<file path="config.mk">
export PLATFORM = sky130hd
export DESIGN_NAME = imem_boot_loader_flat
export DESIGN_NICKNAME = d
export VERILOG_FILES = /design/src/rtl/imem_boot_loader_if.sv /design/src/rtl/imem_boot_loader.sv /design/src/flat_wrapper.sv
export SDC_FILE = /design/constraint.sdc
export NUM_CORES = 1
export LEC_CHECK = 0
export ABC_AREA = 0
export CAP_MARGIN = 20
export CORE_MARGIN = 5
export CORE_UTILIZATION = 54
export DETAILED_ROUTE_END_ITERATION = 7
export PLACE_DENSITY = 0.78
export SYNTH_ARGS = -nofsm -noshare
export SYNTH_HDL_FRONTEND = slang
export SYNTH_SLANG_ARGS = --single-unit
</file>
<file path="constraint.sdc">
create_clock -name clock -period 2.4 [get_ports clock]
set_input_delay 0.48 -clock clock [delete_from_list [all_inputs] [get_ports clock]]
set_output_delay 0.48 -clock clock [all_outputs]
set_load 0.01 [all_outputs]
</file>
<file path="src/rtl/imem_boot_loader_if.sv">
// imem_boot_loader_if: byte-stream handshake plus instruction-memory write port.
interface imem_boot_loader_if #(parameter int ADDR_WIDTH = 10);
  logic [7:0] in_data;
  logic in_valid;
  logic in_ready;
  logic mem_we;
  logic [ADDR_WIDTH-1:0] mem_addr;
  logic [31:0] mem_wdata;
  modport slave (input in_data, in_valid, output in_ready, mem_we, mem_addr, mem_wdata);
  modport master (output in_data, in_valid, input in_ready, mem_we, mem_addr, mem_wdata);
endinterface

</file>
<file path="src/rtl/imem_boot_loader.sv">
// imem_boot_loader: loads a framed, XOR-checksummed image into instruction memory
// and holds the core stalled until the checksum verifies.
module imem_boot_loader #(
  parameter int ADDR_WIDTH = 10
) (
  input logic clock,
  input logic reset_n,
  input logic start,
  imem_boot_loader_if.slave bus,
  output logic core_hold,
  output logic done,
  output logic error,
  output logic [ADDR_WIDTH:0] words_loaded
);
  localparam int MAX_WORDS = 2 ** ADDR_WIDTH;
  typedef enum logic [2:0] {IDLE, LEN_LO, LEN_HI, DATA, CHECK, DONE, ERR} state_t;
  state_t state;
  logic [15:0] len;
  logic [1:0] idx;
  logic [7:0] acc;
  logic [23:0] wbuf;
  logic xfer;
  logic [16:0] n_len;
  assign xfer = bus.in_valid & bus.in_ready;
  assign n_len = {1'b0, bus.in_data, len[7:0]};
  always_ff @(posedge clock) begin
    if (!reset_n) begin
      state <= IDLE;
      bus.in_ready <= 1'b0;
      bus.mem_we <= 1'b0;
      bus.mem_addr <= '0;
      bus.mem_wdata <= '0;
      core_hold <= 1'b1;
      done <= 1'b0;
      error <= 1'b0;
      words_loaded <= '0;
      len <= '0;
      idx <= '0;
      acc <= '0;
      wbuf <= '0;
    end else begin
      bus.mem_we <= 1'b0;
      case (state)
        IDLE, DONE, ERR: if (start) begin
          state <= LEN_LO;
          bus.in_ready <= 1'b1;
          core_hold <= 1'b1;
          done <= 1'b0;
          error <= 1'b0;
          words_loaded <= '0;
          acc <= '0;
          idx <= '0;
        end
        LEN_LO: if (xfer) begin
          len[7:0] <= bus.in_data;
          state <= LEN_HI;
        end
        LEN_HI: if (xfer) begin
          len[15:8] <= bus.in_data;
          if (n_len > 17'(MAX_WORDS)) begin
            state <= ERR;
            bus.in_ready <= 1'b0;
            error <= 1'b1;
          end else begin
            state <= (n_len == 17'd0) ? CHECK : DATA;
          end
        end
        DATA: if (xfer) begin
          acc <= acc ^ bus.in_data;
          idx <= idx + 2'd1;
          // bytes shift in from the top so byte k lands at bits [8k+7:8k]
          wbuf <= {bus.in_data, wbuf[23:8]};
          if (idx == 2'd3) begin
            bus.mem_we <= 1'b1;
            bus.mem_addr <= words_loaded[ADDR_WIDTH-1:0];
            bus.mem_wdata <= {bus.in_data, wbuf};
            words_loaded <= words_loaded + 1'b1;
            if (17'(words_loaded) + 17'd1 == {1'b0, len}) state <= CHECK;
          end
        end
        CHECK: if (xfer) begin
          bus.in_ready <= 1'b0;
          if (bus.in_data == acc) begin
            state <= DONE;
            done <= 1'b1;
            core_hold <= 1'b0;
          end else begin
            state <= ERR;
            error <= 1'b1;
          end
        end
        default: state <= IDLE;
      endcase
    end
  end
endmodule
</file>
<file path="src/flat_wrapper.sv">
// flat-port wrapper written by rule: the top's interface ports become plain ports
module imem_boot_loader_flat 
#(
  parameter int ADDR_WIDTH = 10
)
  (clock, reset_n, start, core_hold, done, error, words_loaded, bus_in_data, bus_in_valid, bus_in_ready, bus_mem_we, bus_mem_addr, bus_mem_wdata);
  imem_boot_loader_if #(.ADDR_WIDTH(ADDR_WIDTH)) bus_i ();
  input logic clock;
  input logic reset_n;
  input logic start;
  output logic core_hold;
  output logic done;
  output logic error;
  output logic [ADDR_WIDTH:0] words_loaded;
  input wire logic [$bits(bus_i.in_data)-1:0] bus_in_data;
  input wire logic [$bits(bus_i.in_valid)-1:0] bus_in_valid;
  output wire logic [$bits(bus_i.in_ready)-1:0] bus_in_ready;
  output wire logic [$bits(bus_i.mem_we)-1:0] bus_mem_we;
  output wire logic [$bits(bus_i.mem_addr)-1:0] bus_mem_addr;
  output wire logic [$bits(bus_i.mem_wdata)-1:0] bus_mem_wdata;
  assign bus_i.in_data = bus_in_data;
  assign bus_i.in_valid = bus_in_valid;
  assign bus_in_ready = bus_i.in_ready;
  assign bus_mem_we = bus_i.mem_we;
  assign bus_mem_addr = bus_i.mem_addr;
  assign bus_mem_wdata = bus_i.mem_wdata;
  imem_boot_loader #(.ADDR_WIDTH(ADDR_WIDTH)) u_core (.clock(clock), .reset_n(reset_n), .start(start), .bus(bus_i), .core_hold(core_hold), .done(done), .error(error), .words_loaded(words_loaded));
endmodule
</file>
Yosys cells after proc, flatten, opt, wreduce, memory -nomap -nowiden
Cells that the tools add are included.
{"block": "totals", "regBits": 111, "latch_bits": 0, "ramBits": 0, "romBits": 0, "in_bits": 12, "output_inout_bits": 58, "elab_cells": 95, "mem_count": 0}
{"block": "op_classes", "addsub": 3, "multipliers": 0, "div": 0, "n_lt_le_gt_ge": 1, "eq_ne": 19, "n_shift": 0, "mux": 39, "bitwise_logic": 2, "n_reduce_logical": 17}
{"op": "two-way mux 11 bit", "count": 3}
{"op": "two-way mux 3 bit", "count": 9}
{"op": "case mux 11 bit (2 select lines)", "count": 1}
{"op": "equality test 17 x 16 -> 1 bit", "count": 1}
{"op": "zero test 17 bit", "count": 1}
{"op": "> comparator 16 x 11 -> 1 bit, second input constant", "count": 1}
{"op": "two-way mux 8 bit", "count": 2}
{"op": "inequality test 2 x 1 -> 1 bit, second input constant", "count": 8}
{"op": "case mux 8 bit (2 select lines)", "count": 1}
{"op": "case mux 3 bit (5 select lines)", "count": 1}
{"op": "two-way mux 1 bit", "count": 14}
{"op": "adder 11 x 1 -> 12 bit, second input constant", "count": 1}
{"op": "adder 11 x 1 -> 11 bit, second input constant", "count": 1}
{"op": "equality test 3 bit, second input constant", "count": 3}
{"op": "AND reduction 3 bit", "count": 3}
{"op": "equality test 8 bit", "count": 1}
{"op": "AND reduction 4 bit", "count": 2}
{"op": "bitwise XOR 8 bit", "count": 1}
{"op": "AND reduction 7 bit", "count": 1}
{"op": "equality test 3 x 2 -> 1 bit, second input constant", "count": 2}
{"op": "two-way mux 2 bit", "count": 3}
{"op": "case mux 1 bit (3 select lines)", "count": 2}
{"op": "AND reduction 2 bit", "count": 3}
{"op": "AND reduction 6 bit", "count": 1}
{"op": "12 further kinds", "count": 15}

Longest topological paths before layout
{"block": "logic_depth", "word_depth": 6, "depth_mapped": 9, "ltp_nobuf": 7}

Least setup slack after synthesis
No wires, ideal clock.
{"block": "synth_timing", "path_kind": "register to register", "start": "register u_core.words_loaded[0]", "end": "register u_core.state[1]", "setup_time_ps": 142, "arrival_time_ps": 1881, "required_time_ps": 2258, "setup_slack_ps": 377, "stages_incl_launch_ff": 9, "n_path_buf": 1, "period_less_slack_ps": 2023, "cell_sequence": "dfxtp_1 > ha_1 > and2_1 > clkbuf_1 > nand3_1 > xnor2_1 > a2111oi_0 > a31o_2 > a221oi_1"}
{"block": "synth_via", "elab_chain_cells": 4}
{"item": "from (decl)", "line_no": "imem_boot_loader.sv:13", "text": "output logic [ADDR_WIDTH:0] words_loaded"}
{"item": "from (signal assigned)", "line_no": "imem_boot_loader.sv:77", "text": "words_loaded <= words_loaded + 1'b1;"}
{"item": "adder 11 x 1 -> 12 bit", "line_no": "imem_boot_loader.sv:78", "text": "if (17'(words_loaded) + 17'd1 == {1'b0, len}) state <= CHECK;"}
{"item": "equality test 17 x 16 -> 1 bit", "line_no": "imem_boot_loader.sv:78"}
{"item": "inequality test 2 x 1 -> 1 bit (no line)"}
{"item": "AND reduction 7 bit (no line)"}
{"item": "to (signal assigned)", "line_no": "imem_boot_loader.sv:65", "text": "state <= (n_len == 17'd0) ? CHECK : DATA;"}
{"item": "to (decl)", "line_no": "imem_boot_loader.sv:17", "text": "state_t state;"}
Every way passes these cells.
A chain may end at the register's enable or synchronous reset.

Worst setup path after layout
{"block": "layout_timing", "start": "register u_core.words_loaded[3]", "end": "register u_core.state[1]"}
Same word-level chain as after synthesis.

==> summary.md <==
| Metric | Value |
|---|---|
| Starting Density | `around 55%` |
| GR Util All Layers | `between 20% and 30%` |
| Detailed placement HPWL | `9180 um` |
| Layout fillers | `about 740` |
| Final WL | `12800 um` |
| TritonCTS clock tree | `yes` |
| Number of max-cap violations | `0` |
| Setup crit end kind | `register` |
| DR WL/cell | `between 15 and 20 um` |
| Worst-Skew Late Latency | `approximately 370 ps` |
| Clk buf depth | `2` |
| Pre-antenna DRT Iters | `4` |
| Fin worst setup slack | `162 ps` |
| WS Path Type | `register to register` |
| Worst hold margin | `roughly 460 ps` |
| PwrDens | `between 600 and 700 mW/mm2` |
| Warnings, synthesis | `0` |
| Ys flop type | `dfxtp_1` |
| Worst Path Required | `around 2600 ps` |
| Vias in the first global route | `4353` |
| Fmax achieved | `447 MHz` |
| Largest net degree at the start of global routing | `50` |
| CTS clk-pin slew, worst paths | `110 ps` |
| CP max FO | `12` |
| Worst slew pin tran | `562 ps` |
| Top post-synthesis cells by area | `dfxtp_1 46%, nand2_1 12%, a21oi_1 9.9%, nor2_1 4.1%, mux2i_1 3.3%` |
| Status | `finished, final reports clean` |
| Final Hold Vio Count | `0` |
| Fin crit period | `2240 ps` |
| Initial DRC Count | `230` |
| Unrepaired setup endpoints after global routing | `false` |
| Post-CTS Setup Bufs | `0` |
| Core Region | `0.00872 mm2` |
| Setup Skew | `11.6 ps` |
| Pre-CTS setup slack | `-203 ps` |
| Hold Crit Class | `register to register` |
| Multi-input logic area | `0.00239 mm2` |
| Synth async-reset ratio | `0%` |
| Post-synth EDFFs | `0` |
| Slew margin rel. | `62.0%` |
| Post-route ant nets | `0` |
| Fin crit share | `93.3%` |
| CTS hold repair buffers | `0` |
| Syn nets | `between 600 and 700` |
| DR vias | `4578` |
| Root Driver | `clkbuf_8` |
| DRC viols | `0` |
| Static leakage | `roughly 2.1 nW` |
| Area grow syn2layout | `25.1%` |
| Worst vdd ir | `just over 0.0005 V` |
| Layout cells sized above 1 | `10.1%` |
| Grt total ovfl | `0` |
| Die height | `104 um` |
| Num CTS Buffers | `9` |
| Yosys reg bits | `111` |
| Area after DPL | `0.00582 mm2` |
| Mapped Cells | `around 610` |
| Initial antenna violation count | `0` |
| Yosys top cell area share | `46.1%` |
| RePlAce Congestion | `0.844` |
| Register Area | `0.00222 mm2` |
| Worst setup SP type | `register` |
| CTS H-tree lvls | `3` |
| Power Total | `3.95 mW` |
| Mapped Avg Cell Area | `7.86 um2` |
| Buffers on Ports | `69` |
| Most area-hungry cell type in the Yosys netlist | `dfxtp_1` |
| Num rows | `34` |
| Vias per inst | `5.70` |
| Final net count | `a little over 700` |
| Full die area | `approximately 0.011 mm2` |
| Post-synthesis sequential area ratio | `46.1%` |
| Total I/O pin count | `70` |
| Resized cells post-CTS | `0` |
| Inserted Diodes | `0` |
| Synth Cell Area | `0.00482 mm2` |
| Crit path DAT | `2480 ps` |
| CTS sink cnt | `111` |
| Slew Limit Fails | `0` |
| Setup violations, final | `0` |
| First-pass GRT wire length | `21200 um` |
| Die Width | `104 um` |
| Count of cell types in the netlist | `63` |
| Fin area | `0.00603 mm2` |
-- cell type report --
type / count / share of cell area, %
clock buffer: 10 / 2.12
clock inverter: 6 / 1.31
inverter: 8 / 0.498
multi-input combinational: 449 / 39.7
sequential: 111 / 36.9
tap: 108 / 2.24
timing repair buffer: 111 / 17.3
-- per-stage QoR --
stage                     setup TNS, ps  std cells  util (%)
after detailed placement           -534        787      66.8
final                                 0        803      69.1
after global routing                  0        803      69.1
after CTS                             0        803      69.1
after floorplan                       0        613         -
after global placement             -499        787      66.8
-- worst paths after layout --
check	startpoint	endpoint	slack, ps	cells past startpoint
worst max-delay path	u_core.words_loaded[3]	u_core.state[1]	160	7
worst min-delay path	u_core.bus.mem_wdata[7]	u_core.bus.mem_wdata[7]	460	2
worst max register to register	u_core.words_loaded[3]	u_core.state[1]	160	7
worst min register to register	u_core.bus.mem_wdata[7]	u_core.bus.mem_wdata[7]	460	2
-- placed cells by master (no fill, tap or decap), types with 4 or more instances in the layout --
cell type        count
xor2_1              12
o21ai_0             24
nor3_1               6
xnor2_1              9
buf_4               39
mux2i_1             16
a21oi_1             95
inv_1                7
nand2_1            147
clkdlybuf4s50_1     69
nor2_1              52
clkbuf_8             9
nand3_1              8
nand3b_1             4
dfxtp_1            111
and3_1               5
nor4_1               6
-- where the power goes --
| group | total [mW] | switching, mW | internal, mW |
|---|---|---|---|
| registers | 1.98 | 0.0950 | 1.89 |
| logic | 0.797 | 0.440 | 0.357 |
| clock network | 1.17 | 0.668 | 0.502 |
| total | 3.95 | 1.20 | 2.75 |
-- cells in the mapped netlist, types with 2 or more instances --
library cell and instances:
nor3b_1 3, xor2_1 12, or3_1 3, xnor2_1 9, o2111ai_1 2, a2111oi_0 2, nor2_1 53, nand3_1 8
and2_1 3, o21a_1 2, a211oi_1 2, a31oi_1 2, nor4_1 6, a21oi_1 95, or2_2 2, clkbuf_1 33
inv_1 7, nand4_1 3, buf_2 11, nand3b_1 4, or4_1 2, mux2i_1 16, nor2b_1 2, nor3_1 6
nand2_1 148, nand2b_1 2, o21ai_0 24, dfxtp_1 111, ha_1 2, and3_1 5
-- flip-flops by register name, summed over array words and instances, names as in the netlist --
name / cells
u_core.wbuf: 24
u_core.state: 3
u_core.core_hold: 1
u_core.words_loaded: 11
u_core.bus.in_ready: 1
u_core.acc: 8
u_core.bus.mem_wdata: 32
u_core.bus.mem_we: 1
u_core.len: 16
u_core.bus.mem_addr: 10
u_core.error: 1
u_core.idx: 2
u_core.done: 1
-- critical path, stage by stage (launching register included) --
cell	delay (ps)
dfxtp_1	560
nand4_1	200
nor3_1	400
xnor2_1	120
a2111oi_0	390
buf_4	180
a31o_2	180
a221oi_1	80
-- logic make-up after synthesis --
logic type	after synthesis	synth area share (%)
AND/OR/NAND/NOR	259	23.8
AO/OA/AOI/OAI	150	17.7
flip-flops	111	46.1
buffers and inverters	53	4.44
XOR/XNOR	21	3.82
multiplexers	17	3.56
adder cells (fa/ha/maj)	2	0.519
-- per-layer routing --
layer  GRT usage, %  part of all wire [%]  wire, um
met4           7.40                   1.7       218
met2           38.8                    48      6170
met1           30.7                    45      5760
met5              0                     0         0
met3           3.91                   5.2       662
No activity file was read; power rests on OpenSTA's default activity.
